## config.mk

```make
export PLATFORM = sky130hd
export DESIGN_NAME = instr_encoder
export DESIGN_NICKNAME = d
export VERILOG_FILES = /design/src/rtl/isa_pkg.sv /design/src/rtl/instr_pack.sv /design/src/rtl/instr_encoder.sv
export SDC_FILE = /design/constraint.sdc
export NUM_CORES = 1
export LEC_CHECK = 0
export ABC_CLOCK_PERIOD_IN_PS = 3700
export CORE_ASPECT_RATIO = 1.1
export CORE_MARGIN = 2
export CORE_UTILIZATION = 33
export CTS_CLUSTER_DIAMETER = 100
export DETAILED_ROUTE_END_ITERATION = 16
export GPL_TIMING_DRIVEN = 0
export HOLD_SLACK_MARGIN = 0.1
export PLACE_DENSITY = 0.65
export SYNTH_ARGS = -nofsm -noshare
export SYNTH_HDL_FRONTEND = slang
export SYNTH_SLANG_ARGS = --single-unit
```

## constraint.sdc

```tcl
create_clock -name clk -period 3.7 [get_ports clk]
set_input_delay 0.74 -clock clk [delete_from_list [all_inputs] [get_ports clk]]
set_output_delay 0.74 -clock clk [all_outputs]
set_load 0.01 [all_outputs]
```

## src/rtl/isa_pkg.sv

```systemverilog
// Shared ISA definitions: opcodes, instruction-class predicates, immediate sizes and encoder states.
package isa_pkg;

  localparam logic [3:0] OP_ADD    = 4'h0;
  localparam logic [3:0] OP_SUB    = 4'h1;
  localparam logic [3:0] OP_XOR    = 4'h2;
  localparam logic [3:0] OP_RED    = 4'h3;
  localparam logic [3:0] OP_SLL    = 4'h4;
  localparam logic [3:0] OP_SRA    = 4'h5;
  localparam logic [3:0] OP_ROR    = 4'h6;
  localparam logic [3:0] OP_PADDSB = 4'h7;
  localparam logic [3:0] OP_LW     = 4'h8;
  localparam logic [3:0] OP_SW     = 4'h9;
  localparam logic [3:0] OP_LHB    = 4'hA;
  localparam logic [3:0] OP_LLB    = 4'hB;
  localparam logic [3:0] OP_B      = 4'hC;
  localparam logic [3:0] OP_BR     = 4'hD;
  localparam logic [3:0] OP_PCS    = 4'hE;
  localparam logic [3:0] OP_HLT    = 4'hF;

  typedef enum logic [1:0] {
    IDLE   = 2'd0,
    ACCEPT = 2'd1,
    WRITE  = 2'd2,
    DONE   = 2'd3
  } enc_state_e;

  typedef enum logic [1:0] {
    IMM_NONE = 2'd0,
    IMM_4    = 2'd1,
    IMM_8    = 2'd2,
    IMM_9    = 2'd3
  } imm_sz_e;

  typedef struct packed {
    logic [3:0] op;
    logic [3:0] a;
    logic [3:0] b;
    logic [3:0] c;
    logic [8:0] imm;
  } fields_t;

  function automatic logic is_rrr(input logic [3:0] op);
    return !op[3] || (op == OP_LW) || (op == OP_SW);
  endfunction

  function automatic logic is_imm8(input logic [3:0] op);
    return (op == OP_LHB) || (op == OP_LLB);
  endfunction

  function automatic logic is_b(input logic [3:0] op);
    return op == OP_B;
  endfunction

  function automatic logic is_br(input logic [3:0] op);
    return op == OP_BR;
  endfunction

  function automatic logic is_pcs(input logic [3:0] op);
    return op == OP_PCS;
  endfunction

  function automatic logic is_hlt(input logic [3:0] op);
    return op == OP_HLT;
  endfunction

  function automatic imm_sz_e imm_size(input logic [3:0] op);
    imm_sz_e sz;
    case (op)
      OP_SLL, OP_SRA, OP_ROR, OP_LW, OP_SW: sz = IMM_4;
      OP_LHB, OP_LLB:                        sz = IMM_8;
      OP_B:                                  sz = IMM_9;
      default:                               sz = IMM_NONE;
    endcase
    return sz;
  endfunction

endpackage

```

## src/rtl/instr_pack.sv

```systemverilog
// Combinational fields->16-bit word packer with the field-range error flag; no state, zero latency.
module instr_pack
  import isa_pkg::*;
(
  input  fields_t     fields_i,
  output logic [15:0] word_o,
  output logic        range_err_o
);

  always_comb begin
    word_o = {fields_i.op, 12'h000};
    if (is_rrr(fields_i.op)) begin
      word_o = {fields_i.op, fields_i.a, fields_i.b, fields_i.c};
    end else if (is_imm8(fields_i.op)) begin
      word_o = {fields_i.op, fields_i.a, fields_i.imm[7:0]};
    end else if (is_b(fields_i.op)) begin
      word_o = {fields_i.op, fields_i.a[3:1], fields_i.imm};
    end else if (is_br(fields_i.op)) begin
      word_o = {fields_i.op, fields_i.a[3:1], 1'b0, fields_i.b, 4'h0};
    end else if (is_pcs(fields_i.op)) begin
      word_o = {fields_i.op, fields_i.a, 8'h00};
    end
  end

  // Only 8-bit immediates can be out of range; unused fields are never checked.
  assign range_err_o = (imm_size(fields_i.op) == IMM_8) && fields_i.imm[8];

endmodule

```

## src/rtl/instr_encoder.sv

```systemverilog
// Packs field bundles into ISA words and writes them to imem; mem_we rises one cycle after acceptance
// and holds until mem_ready. Optional macro INSTR_ENCODER_CHECKSUM_EN adds the csum output.
module instr_encoder
  import isa_pkg::*;
#(
  parameter int ADDR_W    = 16,
  parameter int ADDR_STEP = 2,
  parameter int BASE_ADDR = 0
) (
  input  logic              clk,
  input  logic              rst,
  input  logic              start,
  input  logic              in_valid,
  output logic              in_ready,
  input  logic [3:0]        in_op,
  input  logic [3:0]        in_a,
  input  logic [3:0]        in_b,
  input  logic [3:0]        in_c,
  input  logic [8:0]        in_imm,
  output logic              mem_we,
  input  logic              mem_ready,
  output logic [ADDR_W-1:0] mem_addr,
  output logic [15:0]       mem_wdata,
  output logic              done,
  output logic              full,
  output logic              err,
  output logic [ADDR_W-1:0] count
`ifdef INSTR_ENCODER_CHECKSUM_EN
  ,
  output logic [15:0]       csum
`endif
);

  localparam logic [ADDR_W-1:0] BASE = ADDR_W'(BASE_ADDR);
  localparam logic [ADDR_W:0]   STEP = (ADDR_W+1)'(ADDR_STEP);

  enc_state_e        state_q, state_d;
  logic [ADDR_W-1:0] addr_q, addr_d;
  logic [ADDR_W-1:0] count_q, count_d;
  logic [15:0]       word_q, word_d;
  logic              err_q, err_d;
  logic              full_q, full_d;
`ifdef INSTR_ENCODER_CHECKSUM_EN
  logic [15:0]       csum_q, csum_d;
`endif

  fields_t           fields;
  logic [15:0]       pack_word;
  logic              pack_err;
  logic [ADDR_W:0]   addr_next;
  logic              addr_ovf;
  logic              word_is_hlt;
  logic              accept;
  logic              wr_fire;

  assign fields = '{op: in_op, a: in_a, b: in_b, c: in_c, imm: in_imm};

  instr_pack u_pack (
    .fields_i    (fields),
    .word_o      (pack_word),
    .range_err_o (pack_err)
  );

  // One extra bit catches the carry out of the address counter.
  assign addr_next   = {1'b0, addr_q} + STEP;
  assign addr_ovf    = addr_next[ADDR_W];
  assign word_is_hlt = is_hlt(word_q[15:12]);
  assign accept      = (state_q == ACCEPT) && in_valid && !start;
  assign wr_fire     = (state_q == WRITE) && mem_ready && !start;

  always_ff @(posedge clk or posedge rst) begin
    if (rst) begin
      state_q <= IDLE;
    end else begin
      state_q <= state_d;
    end
  end

  always_comb begin
    state_d = state_q;
    if (start) begin
      state_d = ACCEPT;
    end else begin
      case (state_q)
        IDLE:    state_d = IDLE;
        ACCEPT:  if (in_valid && !pack_err) state_d = WRITE;
        WRITE:   if (mem_ready) state_d = (word_is_hlt || addr_ovf) ? DONE : ACCEPT;
        DONE:    state_d = DONE;
        default: state_d = IDLE;
      endcase
    end
  end

  // start gates both handshakes so a same-cycle restart never leaks a bundle or a write.
  always_comb begin
    in_ready = (state_q == ACCEPT) && !start;
    mem_we   = (state_q == WRITE) && !start;
    done     = (state_q == DONE);
  end

  always_comb begin
    addr_d  = addr_q;
    count_d = count_q;
    word_d  = word_q;
    err_d   = err_q;
    full_d  = full_q;
`ifdef INSTR_ENCODER_CHECKSUM_EN
    csum_d  = csum_q;
`endif
    if (start) begin
      addr_d  = BASE;
      count_d = '0;
      err_d   = 1'b0;
      full_d  = 1'b0;
`ifdef INSTR_ENCODER_CHECKSUM_EN
      csum_d  = '0;
`endif
    end else begin
      if (accept) begin
        if (pack_err) begin
          err_d = 1'b1;
        end else begin
          word_d = pack_word;
        end
      end
      if (wr_fire) begin
        count_d = count_q + ADDR_W'(1);
`ifdef INSTR_ENCODER_CHECKSUM_EN
        csum_d  = csum_q ^ word_q;
`endif
        if (!word_is_hlt) begin
          if (addr_ovf) begin
            full_d = 1'b1;
          end else begin
            addr_d = addr_next[ADDR_W-1:0];
          end
        end
      end
    end
  end

  always_ff @(posedge clk or posedge rst) begin
    if (rst) begin
      addr_q  <= BASE;
      count_q <= '0;
      word_q  <= '0;
      err_q   <= 1'b0;
      full_q  <= 1'b0;
`ifdef INSTR_ENCODER_CHECKSUM_EN
      csum_q  <= '0;
`endif
    end else begin
      addr_q  <= addr_d;
      count_q <= count_d;
      word_q  <= word_d;
      err_q   <= err_d;
      full_q  <= full_d;
`ifdef INSTR_ENCODER_CHECKSUM_EN
      csum_q  <= csum_d;
`endif
    end
  end

  assign mem_addr  = addr_q;
  assign mem_wdata = word_q;
  assign err       = err_q;
  assign full      = full_q;
  assign count     = count_q;
`ifdef INSTR_ENCODER_CHECKSUM_EN
  assign csum      = csum_q;
`endif

endmodule

```

======== Word-level counts from Yosys, hierarchy flattened ========
Memories as Yosys holds them, arrays and structs flattened.
Cells that the tools add are included.
word-level totals
  flip-flop bits (word level) ............. 52
  bits in read-only memories .............. 32
  input bits .............................. 30
  output and inout bits ................... 53
  logic and storage cells ................. 75
  memories ................................ 1
cells by class
  add/subtract/negate cells ............... 2
  equality and inequality tests ........... 16
  multiplexer cells ....................... 23
  bitwise logic cells ..................... 2
  reductions and logical operators ........ 25
memories
  name              depth  bits a word  rd ports  clocked after memory_dff  wr ports  RTL line       RTL
  (name not given)  16     2            1         0                         0         isa_pkg.sv:69  case (op)
operators with widths
  cell                                                 count
  two-way mux 16 bit                                   6
  two-way mux 12 bit                                   5
  equality test 4 bit, second input constant           8
  adder 16 x 2 -> 17 bit, second input constant        1
  adder 16 x 1 -> 16 bit, second input constant        1
  AND reduction 3 bit                                  3
  logical AND 1 bit                                    8
  two-way mux 2 bit                                    4
  case mux 2 bit (4 select lines)                      1
  nonzero test 2 bit                                   4
  two-way mux 1 bit                                    7
  equality test 2 bit, second input constant           3
  != test 3 bit, second input constant                 2
  logical OR 1 bit                                     4
  != test 2 bit, second input constant                 2
  AND reduction 2 bit                                  2
  zero test 1 bit                                      3
  equality test 2 x 1 -> 1 bit, second input constant  1
  zero test 2 bit                                      1
  NOT 1 bit                                            2

======== Depth between registers and ports, before layout ========
An unclocked memory read counts as a cell.
  depth after elaboration ................. 8
  depth in mapped cells ................... 7
  gate-level depth less buffers ........... 5

======== By module ========
From an unflattened synthesis, not the netlist that was laid out.
unflattened totals
  cell total of the unflattened synthesis .. 286
  area total of the unflattened synthesis .. 2810.2 sq um
modules (own cells, without submodules)
  module         times used  cells an instance  area an instance (sq um)  sequential area each (sq um)
  instr_encoder  1           230                2439.8                    1276.2
  instr_pack     1           56                 370.4                     0.0

======== Least setup slack after synthesis ========
OpenSTA, ideal clock, no wires.
  kind .................................... input port to output port
  from .................................... in start
  to ...................................... out mem_we
  arrival time ............................ 1.452 ns
  required time ........................... 2.960 ns
  setup slack ............................. 1.508 ns
  cell stages on the path ................. 3
  buffers on the path ..................... 2
  cells stage by stage .................... clkbuf_1 -> clkbuf_1 -> nor3b_1
between the ends
  cells in the longest elaborated chain, start to end .. 2
RTL lines
  item               RTL line             RTL
  from (decl)        instr_encoder.sv:12  input logic start,
  zero test 1 bit    instr_encoder.sv:97  mem_we = (state_q == WRITE) && !start;
  logical AND 1 bit  instr_encoder.sv:97
  to (decl)          instr_encoder.sv:20  output logic mem_we,
Every way passes these cells.

======== Final worst setup path ========
Ends and elaborated chain as after synthesis.

==> run_summary.xml <==
<?xml version="1.0" encoding="UTF-8"?>
<metrics>
  <group name="status">
    <metric name="run_status" unit="">completed</metric>
  </group>
  <group name="clock_network">
    <metric name="clkTransAtPathRegs" unit="ns">0.09</metric>
    <metric name="clock_sinks" unit="">51</metric>
    <metric name="htree_depth" unit="">2</metric>
    <metric name="cts-root-to-sink-buffers" unit="">2</metric>
    <metric name="cts_setup_buffers" unit="">0</metric>
    <metric name="clkLatencyLatePin" unit="ns">0.30</metric>
    <metric name="numCtsBuffers" unit="">5</metric>
    <metric name="root_buffer" unit="">sky130_fd_sc_hd__clkbuf_8</metric>
    <metric name="tritoncts" unit="">built</metric>
  </group>
  <group name="sta">
    <metric name="endpoints_failing_setup" unit="">0</metric>
    <metric name="final_max_slew_viol_count" unit="">0</metric>
    <metric name="fin_crit" unit="ns">3.475</metric>
    <metric name="fin_tns_setup" unit="ns">0</metric>
    <metric name="max_slew_margin" unit="%">59.68</metric>
    <metric name="final.setup.worst_slack" unit="ns">0.2253</metric>
    <metric name="grt_setup_unrepaired" unit="">no</metric>
    <metric name="worst_clock_skew" unit="ns">0.008100</metric>
    <metric name="tightest_slew" unit="ns">0.5992</metric>
    <metric name="fmaxAchievable" unit="MHz">287.8</metric>
    <metric name="final_min_period_over_clock_period" unit="%">93.91</metric>
    <metric name="report.final.hold_viol_count" unit="">0</metric>
  </group>
  <group name="place">
    <metric name="gp_routability_congestion" unit="">0.7949</metric>
    <metric name="dp_slack" unit="ns">0.06328</metric>
    <metric name="dpl-instance-area" unit="um2">3646</metric>
    <metric name="port_buffers" unit="">80</metric>
    <metric name="dp.final_hpwl" unit="um">5208</metric>
  </group>
  <group name="global_routing">
    <metric name="gr-usage-all-layers" unit="%">15.91</metric>
    <metric name="grt_use_met1" unit="%">20.04</metric>
    <metric name="grt_first_pass_wirelength" unit="um">11700</metric>
    <metric name="globalRouteMet2Util" unit="%">26.72</metric>
    <metric name="grt_pass1_vias" unit="">2425</metric>
    <metric name="number_of_antenna_violations_at_the_first_check_in_global_routing" unit="">0</metric>
    <metric name="grt_overflow_total" unit="">0</metric>
    <metric name="met3_usage" unit="%">5.199</metric>
    <metric name="grt_busiest_layer" unit="">met2</metric>
    <metric name="grt_start_max_net_pins" unit="">40</metric>
  </group>
  <group name="synth">
    <metric name="post_synth_num_cell_types" unit="">43</metric>
    <metric name="netlist_instances" unit="">286</metric>
    <metric name="postSynthNetCount" unit="">318</metric>
    <metric name="synth_cell_area" unit="um2">2690</metric>
    <metric name="ys.warnings.count" unit="">0</metric>
    <metric name="syn_area_per_cell" unit="um2">9.406</metric>
    <metric name="synth.yosys.seq_area_share" unit="%">47.44</metric>
    <metric name="postSynthRegisterBits" unit="">51</metric>
  </group>
  <group name="drt">
    <metric name="routed_wirelength" unit="um">7050</metric>
    <metric name="via_count" unit="">2554</metric>
    <metric name="detail_route.vias_per_cell" unit="">5.288</metric>
    <metric name="route.antenna.remaining_nets" unit="">0</metric>
    <metric name="initialDrtViolationCount" unit="">157</metric>
    <metric name="detailedRoute.firstPassIterationCount" unit="">4</metric>
    <metric name="number_of_drc_violations_after_detailed_routing" unit="">0</metric>
    <metric name="route.detailed.wl_per_inst" unit="um">14.60</metric>
  </group>
  <group name="worst_setup_path">
    <metric name="crit_arrival" unit="ns">2.73</metric>
    <metric name="cp_slowest_stage_delay" unit="ns">0.67</metric>
    <metric name="timing.critical_path.max_delay_family" unit="">buffers and inverters</metric>
    <metric name="worst_path_most_repeated_cell" unit="">sky130_fd_sc_hd__clkdlybuf4s50_1</metric>
    <metric name="critical_path_required" unit="ns">2.96</metric>
    <metric name="worst-path-buf-inv" unit="">4</metric>
    <metric name="worst-setup-path-type" unit="">in -&gt; out</metric>
    <metric name="critPathCaptureType" unit="">output pin</metric>
    <metric name="critical_path.slowest_cell" unit="">sky130_fd_sc_hd__clkdlybuf4s50_1</metric>
    <metric name="worst-path-max-fanout" unit="">10</metric>
    <metric name="worstSetupStartpointType" unit="">primary input</metric>
    <metric name="setup.reg_to_reg.worst_slack" unit="ns">1.60</metric>
    <metric name="cells_traversed_along_the_worst_timing_path" unit="">clkdlybuf4s50_1, clkbuf_2, clkbuf_1, nor3b_1, clkdlybuf4s50_1</metric>
  </group>
  <group name="flow_run">
    <metric name="max-cap-violations" unit="">0</metric>
  </group>
  <group name="die">
    <metric name="core" unit="um2">7913</metric>
    <metric name="die_height" unit="um">98.70</metric>
    <metric name="io-pin-count" unit="">83</metric>
    <metric name="floorplan.rows" unit="">34</metric>
    <metric name="start_util" unit="%">34.00</metric>
    <metric name="die_area" unit="um2">8891</metric>
    <metric name="fp.dieW" unit="um">90.09</metric>
  </group>
  <group name="finish">
    <metric name="layout-drive-gt1-share" unit="%">8.533</metric>
    <metric name="multiInputGateArea" unit="um2">1311</metric>
    <metric name="ff_latch_area" unit="um2">1276</metric>
    <metric name="most_frequent_cells_in_the_layout" unit="">80 x sky130_fd_sc_hd__clkdlybuf4s50_1, 51 x sky130_fd_sc_hd__dfrtp_1, 29 x sky130_fd_sc_hd__nand2_1</metric>
    <metric name="layout_stage_area_growth_over_the_synthesis_result" unit="%">39.95</metric>
    <metric name="post-route-util" unit="%">47.58</metric>
    <metric name="mostFrequentLayoutCell" unit="">sky130_fd_sc_hd__clkdlybuf4s50_1</metric>
    <metric name="final.fill_count" unit="">812</metric>
    <metric name="num_antenna_cells" unit="">0</metric>
    <metric name="post-route-cell-area" unit="um2">3765</metric>
    <metric name="num-nets-final" unit="">406</metric>
  </group>
  <group name="pwr">
    <metric name="irDropWorstVdd" unit="V">0.0001973</metric>
    <metric name="leakage" unit="nW">1.494</metric>
    <metric name="power.density_cell_area" unit="nW/um2">343.5</metric>
  </group>
  <group name="min_path">
    <metric name="hold_class" unit="">reg -&gt; reg</metric>
  </group>
</metrics>
## worst min-delay path, delay by kind of cell (launching register included)
family / cells / cell delay [ns]
flip-flops: 1 / 0.35
AND/OR/NAND/NOR: 1 / 0.05
AO/OA/AOI/OAI: 1 / 0.06
## per-stage QoR
| step | total power, W | hold WS [ns] | cells |
|---|---|---|---|
| 6_report | 0.001293 | 0.4865 | 483 |
| 5_1_grt | 0.001356 | 0.5245 | 483 |
| 4_1_cts | 0.001305 | 0.4923 | 483 |
| 3_5_place_dp | 0.0008980 | 0.4700 | 475 |
| 3_3_place_gp | 0.0008940 | 0.4608 | 474 |
| 2_1_floorplan | 0.0007422 | 0.5162 | 286 |
## timing repair
item | 4_1_cts | 5_1_grt
endpoints found under the hold margin | 0 | 0
setup endpoints to repair | 0 | 1
hold buffers | 0 | 0
gates resized for setup | 0 | 2
## final timing paths
kind                               from  depth (start not counted)      endpoint
min reg2reg                mem_wdata[2]                          2  mem_wdata[2]
max reg2reg                mem_addr[11]                          5    state_q[1]
max                               start                          5        mem_we
min in group asynchronous           rst                          2  mem_wdata[0]
min                        mem_wdata[2]                          2  mem_wdata[2]
max in group asynchronous           rst                          3  mem_addr[10]
## synthesized netlist by cell type, drive strengths merged
cell    instances  area, um2
o31ai           9      67.56
a21oi          20      100.1
ha              2      25.02
or4            11      82.58
a22oi           8      60.06
or2             1      6.260
dfrtp          51       1276
and3b           1      8.760
xor2            2      17.52
nor4bb          1      10.01
conb            1      3.750
xnor2           5      43.79
and2            1      6.260
o21a            1      7.510
nor4b           1      8.760
nor4           10      77.57
mux2           11      123.9
buf             9      53.80
and3            3      18.77
or3             4      25.02
nand2b          1      6.260
o211a           1      10.01
and4            3      26.28
o21ai          18      90.09
nand3b          2      27.53
nor3b           3      22.52
nand4           9      56.30
nand4b          2      17.52
o21bai          1      7.510
nand2          29      108.9
nor2b           8      50.05
nor3            4      20.02
clkbuf          8      30.03
a31oi           1      6.260
o41ai           1      8.760
nor2           24      90.09
inv             5      18.77
nand3          14      70.07
## state kept, by name, summed over array words and instances, names as in the netlist
signal	count
mem_addr	15
state_q	2
mem_wdata	16
full	1
count	16
err	1
## per-layer routing
| layer | wire, um | vias up |
|---|---|---|
| met2 | 3419 | 101 |
| met3 | 613 | 9 |
| met4 | 52 | 0 |
| met5 | 0 | - |
| li1 | - | 1225 |
| met1 | 2965 | 1219 |
## where the power goes
part / switching (W) / internal (W) / leakage (nW)
Sequential: 0.0000273 / 0.000601 / 0.684
Combinational: 0.000114 / 0.000143 / 0.749
Clock: 0.000188 / 0.000219 / 0.0612
Total: 0.000330 / 0.000964 / 1.49
## layout make-up
cell class | instances | area share, %
buffer | 17 | 2.260
clock inverter | 2 | 0.9305
inverter | 5 | 0.4985
tap | 108 | 3.589
timing repair buffer | 81 | 21.80
multi-input combinational | 213 | 34.83
clock buffer | 6 | 2.193
sequential | 51 | 33.90
## cell families after synthesis
logic type / synth area share (%)
and+or+nand+nor: 27.49
AOI/OAI and AO/OA: 13.30
DFF: 47.44
buffers and inverters: 3.814
muxes: 4.605
xor gates and xnor gates: 2.279
adders and majority gates: 0.9301
other: 0.1394
(Power assumes the default switching activity.)
==> edit, RTL diff (config.mk and constraints unchanged) <==
The 4 states of `enc_state_e` get a one-hot encoding in 4 bits.
--- a/src/rtl/isa_pkg.sv
+++ b/src/rtl/isa_pkg.sv
@@ -20,7 +20,7 @@
 
-  typedef enum logic [1:0] {
-    IDLE   = 2'd0,
-    ACCEPT = 2'd1,
-    WRITE  = 2'd2,
-    DONE   = 2'd3
+  typedef enum logic [3:0] {
+    IDLE   = 4'b0001,
+    ACCEPT = 4'b0010,
+    WRITE  = 4'b0100,
+    DONE   = 4'b1000
   } enc_state_e;
Behaviour: no difference found for any inputs over 10 cycles, from zero or initial values and one cycle with rst high; not proved beyond that.
==> edit against the unedited design <==
Worst setup slack improved by 0.090 ns; critical endpoint is now in_ready; synthesized cell count increased by 4.5%; largest cell class unchanged; count of clock-buffer cells in the layout up 1; final area grew 2.5%; wire length rose by 6.6%; largest power group unchanged; sequential cell count is 2 higher; total power grew 5.2%; synthesized area increased by 4.7%; sequential share of layout area grew 0.52 points.
==> edit: results (changes against the unedited design) <==
Parameter                              Value

Global route
  Antenna violations before repair    0 (unchanged)
  Global-route wire length before repair    12.5 mm (was 11.7 mm)
  Number of global-route vias before repair    2,651 (was 2,425)
  Remaining global-route overflow    0 (unchanged)
  Tot GR Track Use    0.167 (was 0.159)
  Largest net degree at the start of global routing    33 (was 40)

Clocking
  Post-CTS setup buffer count    0 (unchanged)
  Root buffer cell    clkbuf_8 (unchanged)
  Depth of the CTS H-tree    2 (unchanged)
  Maximum clock insertion buffer count    2 (unchanged)
  Clock slew at reported path FFs    0.09 ns (about the same)
  Total clock buffers created by CTS    5 (unchanged)
  Worst skew pair latency    0.31 ns

Final layout
  Diodes inserted    0 (unchanged)
  Share of post-route cells with drive strength above 1    0.0751 (was 0.0853)
  Layout Nets    417 (was 406)

Synth
  Library cells used by synthesis    45 (was 43)
  Cell types with the largest area share after synthesis    dfrtp_1 46%, a21oi_1 4.8%, nor2_1 4.0% (was dfrtp_1 47%, mux2_2 4.6%, nand2_1 4.0%)
  Portion of the post-synthesis area used by sequential elements    0.472 (was 0.474)
  Async S/R FF share, synth    1.00 (unchanged)
  Nets in the synthesized netlist    331 (was 318)
  Number of warning messages in the yosys log    0 (unchanged)
  Library cell with the highest instance count after synthesis    dfrtp_1 (unchanged)
  Top post-synthesis cells by count    52 x dfrtp_1, 30 x nor2_1, 27 x a21oi_1, 22 x nand2_1, 17 x nand3_1 (was 51 x dfrtp_1, 29 x nand2_1, 24 x nor2_1, 20 x a21oi_1, 18 x o21ai_0)

Power and ir drop
  Highest ir drop seen on vdd    0.000216 V (was 0.000197 V)
  Pleak    1.50 nW (was 1.49 nW)

Hold path
  Worst min-delay path category    reg2reg (unchanged)

Setup path
  Endpoint arrival time on the critical path    2.64 ns (was 2.73 ns)
  Critical path peak fanout    10 (unchanged)

Route
  First DRT Iteration DRCs    115 (was 157)
  Final routed wire length divided by cell count    15.1 microns (was 14.6 microns)
  DR vias/cell    5.29 (about the same)
  First-pass DRT Iterations    4 (unchanged)

Placed design
  Count of input and output buffers    78 (was 80)
  Weighted congestion reported at the end of routability-driven placement    0.784 (was 0.795)
  Placement-stage cell area    0.00375 sq mm (was 0.00365 sq mm)
  HPWL after DPL    5.55 mm (was 5.21 mm)

Status
  Run status    complete, no violations (unchanged)

Run
  Max cap viols    0 (unchanged)

Timing
  Worst slew margin    0.575 (was 0.597)
  Worst clock skew on the final layout    0.00651 ns (was 0.00810 ns)
[edit: layout make-up]
cell class	count	area (sq um)
clock buffers	7	96.3
plain buffers	19	101
repair buffers	79	801
well taps	111	139
fillers	844	4460
multi-input cells	218	1350
inverters	9	33.8
clock inverters	1	5.00
flip-flops and latches	53	1330
[edit: kinds of logic after synthesis]
kind of cell	share of synthesized area
simple gates	0.286
compound gates	0.154
flops	0.472
buf+inv	0.0476
xor+xnor	0.0187
mux	0.0120
fa+ha+maj	0.00889
other cells	0.00133
[edit: stage by stage]
step | hold WS, ns | util | power (mW) | std cells | setup WS, ns
2_1_floorplan | 0.529 | - | 0.822 | 299 | 1.56
3_3_place_gp | 0.483 | 0.449 | 1.01 | 488 | 0.110
3_5_place_dp | 0.492 | 0.451 | 1.01 | 489 | 0.133
4_1_cts | 0.517 | 0.463 | 1.38 | 497 | 0.114
5_1_grt | 0.543 | 0.464 | 1.44 | 497 | 0.144
6_report | 0.511 | 0.464 | 1.36 | 497 | 0.315
[edit: worst max-delay path: stages]
cell	delay [ns]
clkdlybuf4s50_1	0.58
clkbuf_1	0.40
clkbuf_2	0.33
nor2_1	0.08
clkdlybuf4s50_1	0.50
[edit: report_power, final]
part / internal (mW) / total (mW) / switching (mW)
registers: 0.642 / 0.687 / 0.0452
clock network: 0.170 / 0.360 / 0.191
logic: 0.172 / 0.312 / 0.140
total: 0.984 / 1.36 / 0.376
[edit: final timing paths]
check / from / to / slack (ns) / depth (start not counted)
worst max-delay path: start / in_ready / 0.32 / 5
worst min-delay path: full / full / 0.51 / 2
worst max register to register: state_q[2] / mem_wdata[3] / 1.64 / 5
worst min register to register: full / full / 0.51 / 2
max in group asynchronous: rst / state_q[0] / 2.33 / 3
min in group asynchronous: rst / count[5] / 0.76 / 2
[edit: repair_timing]
item                                    in CTS  in global routing
resized for setup                            0                  2
endpoints found under the setup margin       0                  1
hold buffers                                 0                  0
[edit: metal layers]
layer / wire length, microns / GRT usage / part of all wire / up-vias
met1: 3160 / 0.201 / 0.42 / 1255
met5: 0 / 0 / 0 / -
met3: 551 / 0.0539 / 0.073 / 9
met2: 3730 / 0.290 / 0.50 / 76
met4: 78 / 0.0436 / 0.010 / 0
li1: - / - / - / 1287
